[config.mk]
export PLATFORM = sky130hd
export DESIGN_NAME = i2s_codec_master
export DESIGN_NICKNAME = d
export VERILOG_FILES = /design/src/rtl/i2s_codec_master.sv
export SDC_FILE = /design/constraint.sdc
export NUM_CORES = 1
export LEC_CHECK = 0
export BUFFER_PORTS_ARGS = -buffer_cell sky130_fd_sc_hd__buf_2
export CORE_ASPECT_RATIO = 0.6
export CORE_MARGIN = 2
export CORE_UTILIZATION = 31
export DETAILED_ROUTE_END_ITERATION = 16
export MAX_ROUTING_LAYER = met4
export SLEW_MARGIN = 25
export SYNTH_ARGS = -nofsm -noshare
export SYNTH_HDL_FRONTEND = slang
export SYNTH_SLANG_ARGS = --single-unit
[constraint.sdc]
create_clock -name clk -period 1.47 [get_ports clk]
set_input_delay 0.294 -clock clk [delete_from_list [all_inputs] [get_ports clk]]
set_output_delay 0.294 -clock clk [all_outputs]
set_load 0.005 [all_outputs]
[src/rtl/i2s_codec_master.sv]
// i2s_codec_master: codec-side end of a left-justified audio serial link.
// Acts as bus master: it generates AUD_BCLK and the LR clocks, shifts the
// held tx pair out on AUD_ADCDAT, and collects AUD_DACDAT into rx pairs.
// A frame is 2*DATA_WIDTH bit clocks; left channel first while LRCK=1.
// Optional feature: define I2S_LOOPBACK_EN to add a 'loopback' input that
// routes the internal AUD_ADCDAT bit into the rx shifter, one frame at a time.
module i2s_codec_master #(
  parameter int DATA_WIDTH = 32,
  parameter int HALF_DIV   = 16
) (
  input  logic                  clk,
  input  logic                  reset,
`ifdef I2S_LOOPBACK_EN
  input  logic                  loopback,
`endif
  input  logic [DATA_WIDTH-1:0] tx_left,
  input  logic [DATA_WIDTH-1:0] tx_right,
  input  logic                  tx_valid,
  output logic                  tx_ready,
  output logic                  tx_underrun,
  output logic [DATA_WIDTH-1:0] rx_left,
  output logic [DATA_WIDTH-1:0] rx_right,
  output logic                  rx_valid,
  output logic                  AUD_BCLK,
  output logic                  AUD_ADCLRCK,
  output logic                  AUD_DACLRCK,
  output logic                  AUD_ADCDAT,
  input  logic                  AUD_DACDAT
);

  localparam int FRAME_BITS = 2 * DATA_WIDTH;
  localparam int BIT_W      = $clog2(FRAME_BITS);
  localparam int DIV_W      = $clog2(HALF_DIV);

  localparam logic [BIT_W-1:0] LAST_BIT  = BIT_W'(FRAME_BITS - 1);
  localparam logic [BIT_W-1:0] HALF_BITS = BIT_W'(DATA_WIDTH);
  localparam logic [DIV_W-1:0] DIV_LAST  = DIV_W'(HALF_DIV - 1);

  logic [DIV_W-1:0]      div_cnt;
  logic                  bclk_q;
  logic [BIT_W-1:0]      bit_cnt;
  logic                  lrck_q;
  logic [FRAME_BITS-1:0] tx_shift;
  logic [FRAME_BITS-1:0] hold_data;
  logic                  hold_empty;
  logic                  underrun_q;
  logic [FRAME_BITS-1:0] rx_shift;
  logic                  rx_done;
  logic [DATA_WIDTH-1:0] rx_left_q;
  logic [DATA_WIDTH-1:0] rx_right_q;
  logic                  rx_valid_q;

  logic                  edge_cycle;
  logic                  bclk_fall;
  logic                  bclk_rise;
  logic                  frame_start;
  logic [BIT_W-1:0]      bit_next;
  logic                  rx_bit;

  // Edge strobes: the divider's terminal count is the cycle BCLK toggles;
  // the current BCLK level says which direction that toggle goes.
  assign edge_cycle  = (div_cnt == DIV_LAST);
  assign bclk_fall   = edge_cycle & bclk_q;
  assign bclk_rise   = edge_cycle & ~bclk_q;
  assign frame_start = bclk_fall & (bit_cnt == LAST_BIT);
  assign bit_next    = (bit_cnt == LAST_BIT) ? '0 : bit_cnt + BIT_W'(1);

`ifdef I2S_LOOPBACK_EN
  logic lb_q;

  // Loopback select is latched once per frame so a mid-frame change
  // never splices two sources into one rx pair.
  always_ff @(posedge clk) begin
    if (reset) begin
      lb_q <= 1'b0;
    end else if (frame_start) begin
      lb_q <= loopback;
    end
  end

  assign rx_bit = lb_q ? tx_shift[FRAME_BITS-1] : AUD_DACDAT;
`else
  assign rx_bit = AUD_DACDAT;
`endif

  // Bit-clock divider: toggle BCLK every HALF_DIV clk cycles.
  always_ff @(posedge clk) begin
    if (reset) begin
      div_cnt <= '0;
      bclk_q  <= 1'b1;
    end else if (edge_cycle) begin
      div_cnt <= '0;
      bclk_q  <= ~bclk_q;
    end else begin
      div_cnt <= div_cnt + DIV_W'(1);
    end
  end

  // Bit position and LR clock advance together on BCLK falling edges.
  // Reset parks bit_cnt on the last bit so the first fall starts frame 0.
  always_ff @(posedge clk) begin
    if (reset) begin
      bit_cnt <= LAST_BIT;
      lrck_q  <= 1'b0;
    end else if (bclk_fall) begin
      bit_cnt <= bit_next;
      lrck_q  <= (bit_next < HALF_BITS);
    end
  end

  // Tx handshake: a pair {tx_left, tx_right} transfers on any cycle where
  // tx_valid and tx_ready are both high; tx_ready is high exactly while the
  // holding register is empty, and tx_valid may not be withdrawn-and-changed
  // expectations apply only on that transfer cycle.
  // Frame start consumes the state held before this cycle, so a pair
  // accepted on the frame-start cycle itself waits for the next frame.
  always_ff @(posedge clk) begin
    if (reset) begin
      hold_empty <= 1'b1;
      hold_data  <= '0;
      tx_shift   <= '0;
      underrun_q <= 1'b0;
    end else begin
      underrun_q <= 1'b0;
      if (frame_start) begin
        if (!hold_empty) begin
          tx_shift   <= hold_data;
          hold_empty <= 1'b1;
        end else begin
          tx_shift   <= '0;
          underrun_q <= 1'b1;
        end
      end else if (bclk_fall) begin
        tx_shift <= {tx_shift[FRAME_BITS-2:0], 1'b0};
      end
      if (tx_valid && hold_empty) begin
        hold_data  <= {tx_left, tx_right};
        hold_empty <= 1'b0;
      end
    end
  end

  // Rx shifter samples on BCLK rising edges; the pair is published one
  // cycle after the rising edge of the frame's last bit.
  always_ff @(posedge clk) begin
    if (reset) begin
      rx_shift   <= '0;
      rx_done    <= 1'b0;
      rx_left_q  <= '0;
      rx_right_q <= '0;
      rx_valid_q <= 1'b0;
    end else begin
      rx_done    <= 1'b0;
      rx_valid_q <= 1'b0;
      if (bclk_rise) begin
        rx_shift <= {rx_shift[FRAME_BITS-2:0], rx_bit};
        rx_done  <= (bit_cnt == LAST_BIT);
      end
      if (rx_done) begin
        rx_left_q  <= rx_shift[FRAME_BITS-1:DATA_WIDTH];
        rx_right_q <= rx_shift[DATA_WIDTH-1:0];
        rx_valid_q <= 1'b1;
      end
    end
  end

  assign tx_ready    = hold_empty;
  assign tx_underrun = underrun_q;
  assign rx_left     = rx_left_q;
  assign rx_right    = rx_right_q;
  assign rx_valid    = rx_valid_q;
  assign AUD_BCLK    = bclk_q;
  assign AUD_ADCLRCK = lrck_q;
  assign AUD_DACLRCK = lrck_q;
  assign AUD_ADCDAT  = tx_shift[FRAME_BITS-1];

endmodule
* Word-level counts from Yosys, hierarchy flattened
Index checks and enable logic that the tools add are counted.
W data, S select, Z words.
** Storage, ports and cells
- Bits in writable memories :: 0
- Bits in read-only memories :: 0
- Latch bits :: 0
- Flip-flop bits (word level) :: 272
- Memories :: 0
- Word-level logic and storage cells :: 38
- Bits of input ports :: 68
** Operators by class
- Shift operators :: 0
- Divide/modulo/power cells :: 0
- $add $sub $neg :: 2
- Muxes and demuxes :: 8
- Equal/unequal tests :: 2
- Order comparisons :: 1
- Multiply operators :: 0
- Bitwise logic cells :: 6
- Reduce and logical (&&, ||, !) cells :: 6
** Operator list (number)
- $mux W64 :: 3
- $add A6 B1 Y6 const B :: 1
- $eq A6 B6 Y1 const B :: 1
- $lt A6 B6 Y1 const B :: 1
- $mux W6 :: 1
- $reduce_or A2 Y1 :: 3
- $add A4 B1 Y4 const B :: 1
- $eq A4 B4 Y1 const B :: 1
- $mux W1 :: 4
- $reduce_bool A2 Y1 :: 2
- $and A1 B1 Y1 :: 3
- $not A1 Y1 :: 3
- $logic_and A1 B1 Y1 :: 1

* Longest topological paths before layout
Gate-level depths: netlist of the first run.
- Depth after elaboration :: 5
- Gate-level depth with buffers :: 7

* Worst setup path before layout of the first run
No wires, ideal clock.
- Path type :: reg-to-reg
- Start point :: register div_cnt[0]
- End point :: register tx_shift[10]
- Required time :: 1.379 ns
- Path slack :: -0.111 ns
- Arrival time :: 1.490 ns
- Cell stages (with the launch flop) :: 7
- Library setup time :: 0.091 ns
- Path buffers :: 2
- Cells stage by stage :: dfxtp_1 > ha_1 > and4_1 > buf_2 > clkbuf_1 > nor2_1 > a311oi_1
** On the way
- Word-level cells in the longest chain between the ends :: 4
** RTL lines
- start, declared :: line 39 : logic [DIV_W-1:0] div_cnt;
- start signal, assigned :: line 95 : div_cnt <= div_cnt + DIV_W'(1);
- $eq A4 B4 Y1 * :: line 62 : assign edge_cycle = (div_cnt == DIV_LAST);
- $and A1 B1 Y1 * :: line 63 : assign bclk_fall = edge_cycle & bclk_q;
- $and A1 B1 Y1 :: line 65 : assign frame_start = bclk_fall & (bit_cnt == LAST_BIT);
- $mux W64 or $reduce_bool A2 Y1 (tied branches)
- end signal, assigned :: line 127 : tx_shift <= hold_data;
- end signal, assigned :: line 134 : tx_shift <= {tx_shift[FRAME_BITS-2:0], 1'b0};
- end, declared :: line 43 : logic [FRAME_BITS-1:0] tx_shift;
Mark *: on every way between the ends. The rest lies on a longest branch, timed or not.
A chain may end at the register's enable or synchronous reset.

* Worst setup path after layout of the first run
- Start point :: register div_cnt[0]
- End point :: register rx_shift[18]
** On the way
- Word-level cells in the longest chain between the ends :: 2
** RTL lines
- $eq A4 B4 Y1 :: line 62
- $and A1 B1 Y1 :: line 64 : assign bclk_rise = edge_cycle & ~bclk_q;
- end signal, assigned :: line 156 : rx_shift <= {rx_shift[FRAME_BITS-2:0], rx_bit};
- end, declared :: line 47 : logic [FRAME_BITS-1:0] rx_shift;
No other way between the ends.

==> reports/metrics.yaml, run 1 <==
yosys:
  syn_nets: 1261
  syn_area_mm2: 0.01021
  synth-compound-area-share_pct: 12.80
  synthXorXnorAreaFrac_pct: 0.2573
  netlist_instances: 1191
  synthAdderAreaFrac_pct: 0.2450
  synth_top_family_by_area: "simple AND/OR/NAND/NOR gates"
  synth_top_area_share_pct: 53.31
  synth_mux_area_share_pct: 6.272
  postSynthAreaPerCell_um2: 8.576
  synth_flop_cell: "dfxtp_1"
  synth_seq_area_share_pct: 53.31
  ys_top_cells_by_area: "dfxtp_1 (53%), nand2_1 (12%), a21oi_1 (6.4%)"
  synth_edf_count: 0
  postSynth.asyncResetShare_pct: 0
  ys_warn_count: 0
  yosys.area_share.simple_pct: 22.70
  yosysMostFrequentCell: "nand2_1"
  synth_common_cells: "nand2_1 (325), dfxtp_1 (272), a21oi_1 (131)"
  synthDistinctLibCells: 32
  synth_seq_cells: 272
  yosys.area.top_type: "dfxtp_1"
detailed_routing:
  drt_iter0_markers: 701
  viasPerCell: 4.858
  antenna_left: 0
  avgRoutedWirePerCell_um: 15.98
  drc: 0
  num_vias: 9021
  routed_wirelength_mm: 29.67
  first_pass_iters: 5
finish:
  layout-drive-gt1-share_pct: 26.59
  final_cells: 1857
  nFillCells: 3147
  antenna_cells: 0
  area_growth_pct: 42.82
  fin_nets: 1481
  final_cell_area_mm2: 0.01459
global_routing:
  antenna_found_initial: 0
  grt-ovfl-total: 0
  grt_usage_pct: 15.52
  grt_max_degree: 66
  grt_pass1_vias: 7960
  grt_pass1_wl_mm: 42.23
status:
  failed_checks: "negative setup slack"
  status: "finished, violations left"
clock_tree:
  tritoncts: "done"
  clockBufferDepth: 3
  clk_pin_slew_worst_paths_ps: 70
  clk_latency_ps: 550
  clkSinkCount: 272
  clock-root-buffer: "clkbuf_16"
  h-tree-depth: 1
  cts_buffers: 28
sta:
  rsz0062_at_grt: "true"
  period_share_pct: 103.6
  final.setup_skew_ps: 12.10
  setup_viol: 61
  slew_headroom_pct: 71.30
  setup_ws_ps: -53.49
  worstMarginPinSlew_ps: 430.5
  holdWs_ps: 11.42
  hold_violations: 0
  clock.fmax_mhz: 656.4
  post-route-min-period_ps: 1523
  drv_slew: 0
place:
  placed_cell_area_mm2: 0.01166
  dp_cells: 1699
  hpwl_mm: 15.74
  gp_congestion: 0.7214
  port_buffers: 138
floorplanning:
  initial_utilization_pct: 31.51
  ioPinCount: 139
  die_h_um: 144.6
  core_mm2: 0.03242
  rows: 51
  fp.dieW_um: 238.3
  die_area_mm2: 0.03446
pwr:
  power.density_mw_per_mm2: 1096
  power_uw: 15980
  leakagePower_uw: 0.005366
  max-vdd-ir-drop_mv: 0.9506
critical_path:
  arrival_ps: 1990
  r2r_setup_slack_ps: -50
  critPathMaxFanout: 6
  timing_worst_setup_path_type: "reg -> reg"
  end_kind: "flip-flop"
  crit_path_start_kind: "flip-flop"
  crit_required_ps: 1940
min_path:
  min_path_type: "in -> reg"
flow_run:
  maxCapViolCount: 0
layout make-up:
type	count	area [µm²]	area share [%]
Tap cell	424	530.5	3.637
Timing Repair Buffer	291	2824	19.36
Clock inverter	12	143.9	0.9864
Clock buffer	40	857.1	5.876
Sequential cell	272	5461	37.44
Multi-Input combinational cell	818	4770	32.70
path summary, 6_finish.rpt:
path            startpoint       endpoint  cells after the start
min             tx_left[9]  hold_data[41]                      3
max reg2reg     div_cnt[0]   rx_shift[18]                      7
max             div_cnt[0]   rx_shift[18]                      7
min reg2reg  hold_data[30]  hold_data[30]                      2
cell usage in the layout (no fill, tap or decap), types with 3 or more instances in the layout:
cell,synthesis,layout
nor3_1,4,4
buf_6,4,12
nand2_1,325,303
a311oi_1,65,42
clkinv_2,0,6
bufinv_16,0,3
a21oi_2,0,30
buf_12,0,29
buf_2,21,137
mux2i_1,64,64
and3_4,0,3
clkbuf_16,0,45
dfxtp_2,0,10
nand2_4,0,8
buf_4,2,29
nand2_2,0,14
buf_16,0,6
a21oi_1,131,101
nand3b_1,64,64
a311oi_2,0,23
buf_8,0,3
nor2_1,130,130
clkbuf_8,0,10
dlygate4sd3_1,0,58
a21o_1,4,4
dfxtp_1,272,261
state kept, by name, summed over array words and instances, names as in the netlist, 4 cells and up:
signal / flops
rx_right: 32
tx_shift: 64
div_cnt: 4
rx_left: 32
rx_shift: 64
hold_data: 64
bit_cnt: 6
per-stage QoR:
stage / setup TNS, ps / utilization (%) / worst slack (ps)
floorplan: -477.9 / - / -14.07
global placement: -100.6 / 35.96 / -24.67
detailed placement: -3721 / 35.96 / -90.30
CTS: -315.7 / 41.93 / -23.41
global route: -8676 / 45.00 / -131.0
finish: -1159 / 45.00 / -53.49
layer usage:
layer | global-route usage [%] | vias up | routed length, µm
li1 | - | 4480 | -
met1 | 22.36 | 4300 | 15600
met2 | 22.43 | 199 | 12150
met3 | 2.806 | 42 | 1388
met4 | 3.553 | 0 | 533
met5 | - | - | 0
power by group:
group / switching, µW / internal, µW
clock: 3060 / 4580
combinational: 415 / 379
sequential: 70.0 / 7480
worst max-delay path, stage by stage, from the launching register on:
cell	delay, ps
dfxtp_2	360
ha_4	150
and3_4	200
nor2b_4	210
buf_12	170
clkbuf_16	170
nand2_1	60
a21oi_1	120
repair_timing:
action                                  in CTS  in global routing
hold buffers                                58                  0
gates cloned                                 7                 21
buffers inserted                             9                 11
pin swaps                                   13                 92
endpoints found under the setup margin     131                134
resized for setup                           24                104
endpoints found under the hold margin       58                  0
cell families after synthesis:
| family | Yosys count |
|---|---|
| buffers and inverters | 103 |
| adders and majority gates | 2 |
| and+or+nand+nor | 540 |
| DFF | 272 |
| AOI/OAI and AO/OA | 207 |
| muxes | 64 |
| xor gates and xnor gates | 3 |
Note: power is estimated with default switching activity, not from simulation.
==> run 2, diff against run 1 <==
--- a/config.mk
+++ b/config.mk
@@ -10,6 +10,7 @@
 export CORE_MARGIN = 2
 export CORE_UTILIZATION = 31
 export DETAILED_ROUTE_END_ITERATION = 16
+export HOLD_SLACK_MARGIN = 0.08
 export MAX_ROUTING_LAYER = met4
 export SLEW_MARGIN = 25
 export SYNTH_ARGS = -nofsm -noshare
==> run 2 against run 1 <==
- the run still ends with negative setup slack left
- flip-flop and latch count did not move
- highest routed layer unchanged
- clock skew grew 0.85 ps
- critical path type unchanged
- hold slack better by 210 ps
- critical path depth unchanged
- design area is 0.48% higher
==> reports/metrics.yaml, run 2 (synthesis results as in run 1) <==
finish:
  area_growth_pct: 43.50
  antenna_cells: 0  # unchanged
  layout-drive-gt1-share_pct: 26.46  # -0.13 points
  mostFrequentLayoutCells: "nand2_1 (303), dfxtp_1 (261), buf_2 (137), nor2_1 (130), a21oi_1 (101)"
  nFillCells: 3142  # -0.16%
  final_common_cell: "nand2_1"
  regArea_mm2: 0.005461  # unchanged
  multiInputGateArea_mm2: 0.004770  # unchanged
  final_cells: 1864  # +0.38%
  fin_nets: 1488  # +0.47%
  largestRegisters: "hold_data: 64 flops, rx_shift: 64 flops, tx_shift: 64 flops"
pwr:
  p_int_uw: 12450  # about the same
  switching_share_pct: 22.10  # -0.076 points
  combPwrFrac_pct: 5.1  # about the same
  clkPwrFrac_pct: 47.7  # about the same
  switching_power_uw: 3532  # -0.34%
  leakagePower_uw: 0.005395  # +0.54%
  max-vdd-ir-drop_mv: 0.9443  # -0.66%
  seqPwrFrac_pct: 47.3  # about the same
  power.density_mw_per_mm2: 1091  # -0.48%
global_routing:
  grt-ovfl-total: 0  # unchanged
  grt_usage_pct: 15.57  # +0.047 points
  antenna_found_initial: 0  # unchanged
  grt_pass1_vias: 8000  # +0.50%
  grt_max_degree: 66  # unchanged
  grt_pass1_wl_mm: 42.36  # +0.31%
place:
  port_buffers: 138  # unchanged
  dp_cells: 1699  # unchanged
  gp_congestion: 0.7214  # unchanged
  hpwl_mm: 15.74  # unchanged
status:
  failed_checks: "negative setup slack"
  status: "finished, violations left"
floorplanning:
  ioPinCount: 139  # unchanged
  rows: 51  # unchanged
  fp.dieW_um: 238.3  # unchanged
  core_mm2: 0.03242  # unchanged
  die_h_um: 144.6  # unchanged
  die_area_mm2: 0.03446  # unchanged
  initial_utilization_pct: 31.51  # unchanged
critical_path:
  r2r_start: "div_cnt[0]"
  timing_worst_setup_path_type: "reg -> reg"
  r2r_setup_slack_ps: -60  # about the same
  crit_required_ps: 1940  # about the same
  reg2reg_depth: 7  # unchanged
  critPathMaxFanout: 6  # unchanged
  rr_endpoint: "rx_shift[18]"
  crit_path_start_kind: "flip-flop"
  end_kind: "flip-flop"
  arrival_ps: 2000  # about the same
clock_tree:
  clk_latency_ps: 550  # about the same
  clockBufferDepth: 3  # unchanged
  clock-root-buffer: "clkbuf_16"
  h-tree-depth: 1  # unchanged
  clk_pin_slew_worst_paths_ps: 70  # about the same
  cts_buffers: 28  # unchanged
  tritoncts: "done"
  clkSinkCount: 272  # unchanged
sta:
  rsz0062_at_grt: "true"
  setup_viol: 61  # unchanged
  setup_ws_ps: -56.18  # -2.698 ps
  tns_ps: -1238  # -78.94 ps
  post-route-min-period_ps: 1526  # +2.698 ps
  drv_slew: 0  # unchanged
  worstMarginPinSlew_ps: 425.0  # -5.489 ps
  slew_headroom_pct: 71.67  # +0.37 points
  hold_violations: 0  # unchanged
  final.setup_skew_ps: 12.95  # +0.8497 ps
  holdWs_ps: 226.2  # +214.8 ps
  clock.fmax_mhz: 655.2  # -0.18%
  period_share_pct: 103.8  # +0.18 points
min_path:
  min_path_type: "in -> reg"
  hold_end: "hold_data[1]"
  worstHoldStart: "reset"
  min_path_cells: 2  # -1
detailed_routing:
  routed_wirelength_mm: 29.80  # +0.46%
  viasPerCell: 4.855  # about the same
  first_pass_iters: 5  # unchanged
  drc: 0  # unchanged
  avgRoutedWirePerCell_um: 15.99  # about the same
  num_vias: 9049  # +0.31%
  drt_iter0_markers: 747  # +6.6%
  antenna_left: 0  # unchanged
flow_run:
  maxCapViolCount: 0  # unchanged
-- run 2: cell types whose count changed in the layout (fill, tap and decap cells not counted) --
| cell | delta |
|---|---|
| dlygate4sd3_1 | +7 |
-- run 2: timing repair --
item | 4_1_cts | 5_1_grt
hold endpoints to repair | 65 | 0
setup endpoints to repair | 131 | 134
cloned | 7 | 21
gates resized for setup | 24 | 104
setup buffers | 9 | 11
pin swaps | 13 | 92
hold buffers | 65 | 0
-- run 2: per-layer routing --
layer | wire, µm | up-vias | part of all wire [%] | GRT usage [%]
li1 | - | 4502 | - | -
met1 | 15740 | 4326 | 53 | 22.32
met2 | 12300 | 181 | 41 | 22.59
met3 | 1231 | 40 | 4.1 | 2.882
met4 | 527 | 0 | 1.8 | 3.553
met5 | 0 | - | 0 | -
-- run 2: worst max-delay path by stage --
| stage | startpoint | slack (ps) | to | cells past startpoint |
|---|---|---|---|---|
| 6_report | div_cnt[0] | -60 | rx_shift[18] | 7 |
| 5_1_grt | div_cnt[0] | -130 | rx_shift[16] | 7 |
| 4_1_cts | div_cnt[1] | -20 | rx_shift[38] | 7 |
| 3_5_place_dp | div_cnt[1] | -90 | tx_shift[56] | 5 |
| 3_3_place_gp | bit_cnt[4] | -20 | tx_shift[14] | 5 |
| 2_1_floorplan | div_cnt[0] | -10 | tx_shift[10] | 6 |
-- run 2: layout make-up --
class / instances / share of cell area [%]
tap: 424 / 3.620
clock buffer: 40 / 5.848
multi-input combinational: 818 / 32.54
timing repair buffer: 298 / 19.75
sequential: 272 / 37.26
clock inverter: 12 / 0.9817
-- run 2: power by group through the flow --
stage          clock [µW]  sequential [µW]  combinational, µW
2_1_floorplan           0             7700                387
3_3_place_gp            0             7710                637
3_5_place_dp            0             7720                648
4_1_cts              7820             7550                795
5_1_grt              8140             7560                897
6_report             7620             7560                810
-- run 2: metrics by stage --
| step | worst slack [ps] | area [µm²] | util [%] | power [µW] |
|---|---|---|---|---|
| 4_1_cts | -23.41 | 13660 | 42.14 | 16160 |
| 3_5_place_dp | -90.30 | 11660 | 35.96 | 8364 |
| 2_1_floorplan | -14.07 | 10250 | - | 8083 |
| 6_report | -56.18 | 14660 | 45.21 | 15980 |
| 3_3_place_gp | -24.67 | 11660 | 35.96 | 8349 |
| 5_1_grt | -131.0 | 14660 | 45.21 | 16600 |
-- run 2: critical path: stages, from the launching register on --
cell and delay [ps]:
dfxtp_2 360, ha_4 150, and3_4 200, nor2b_4 210, buf_12 170, clkbuf_16 170, nand2_1 60, a21oi_1 120
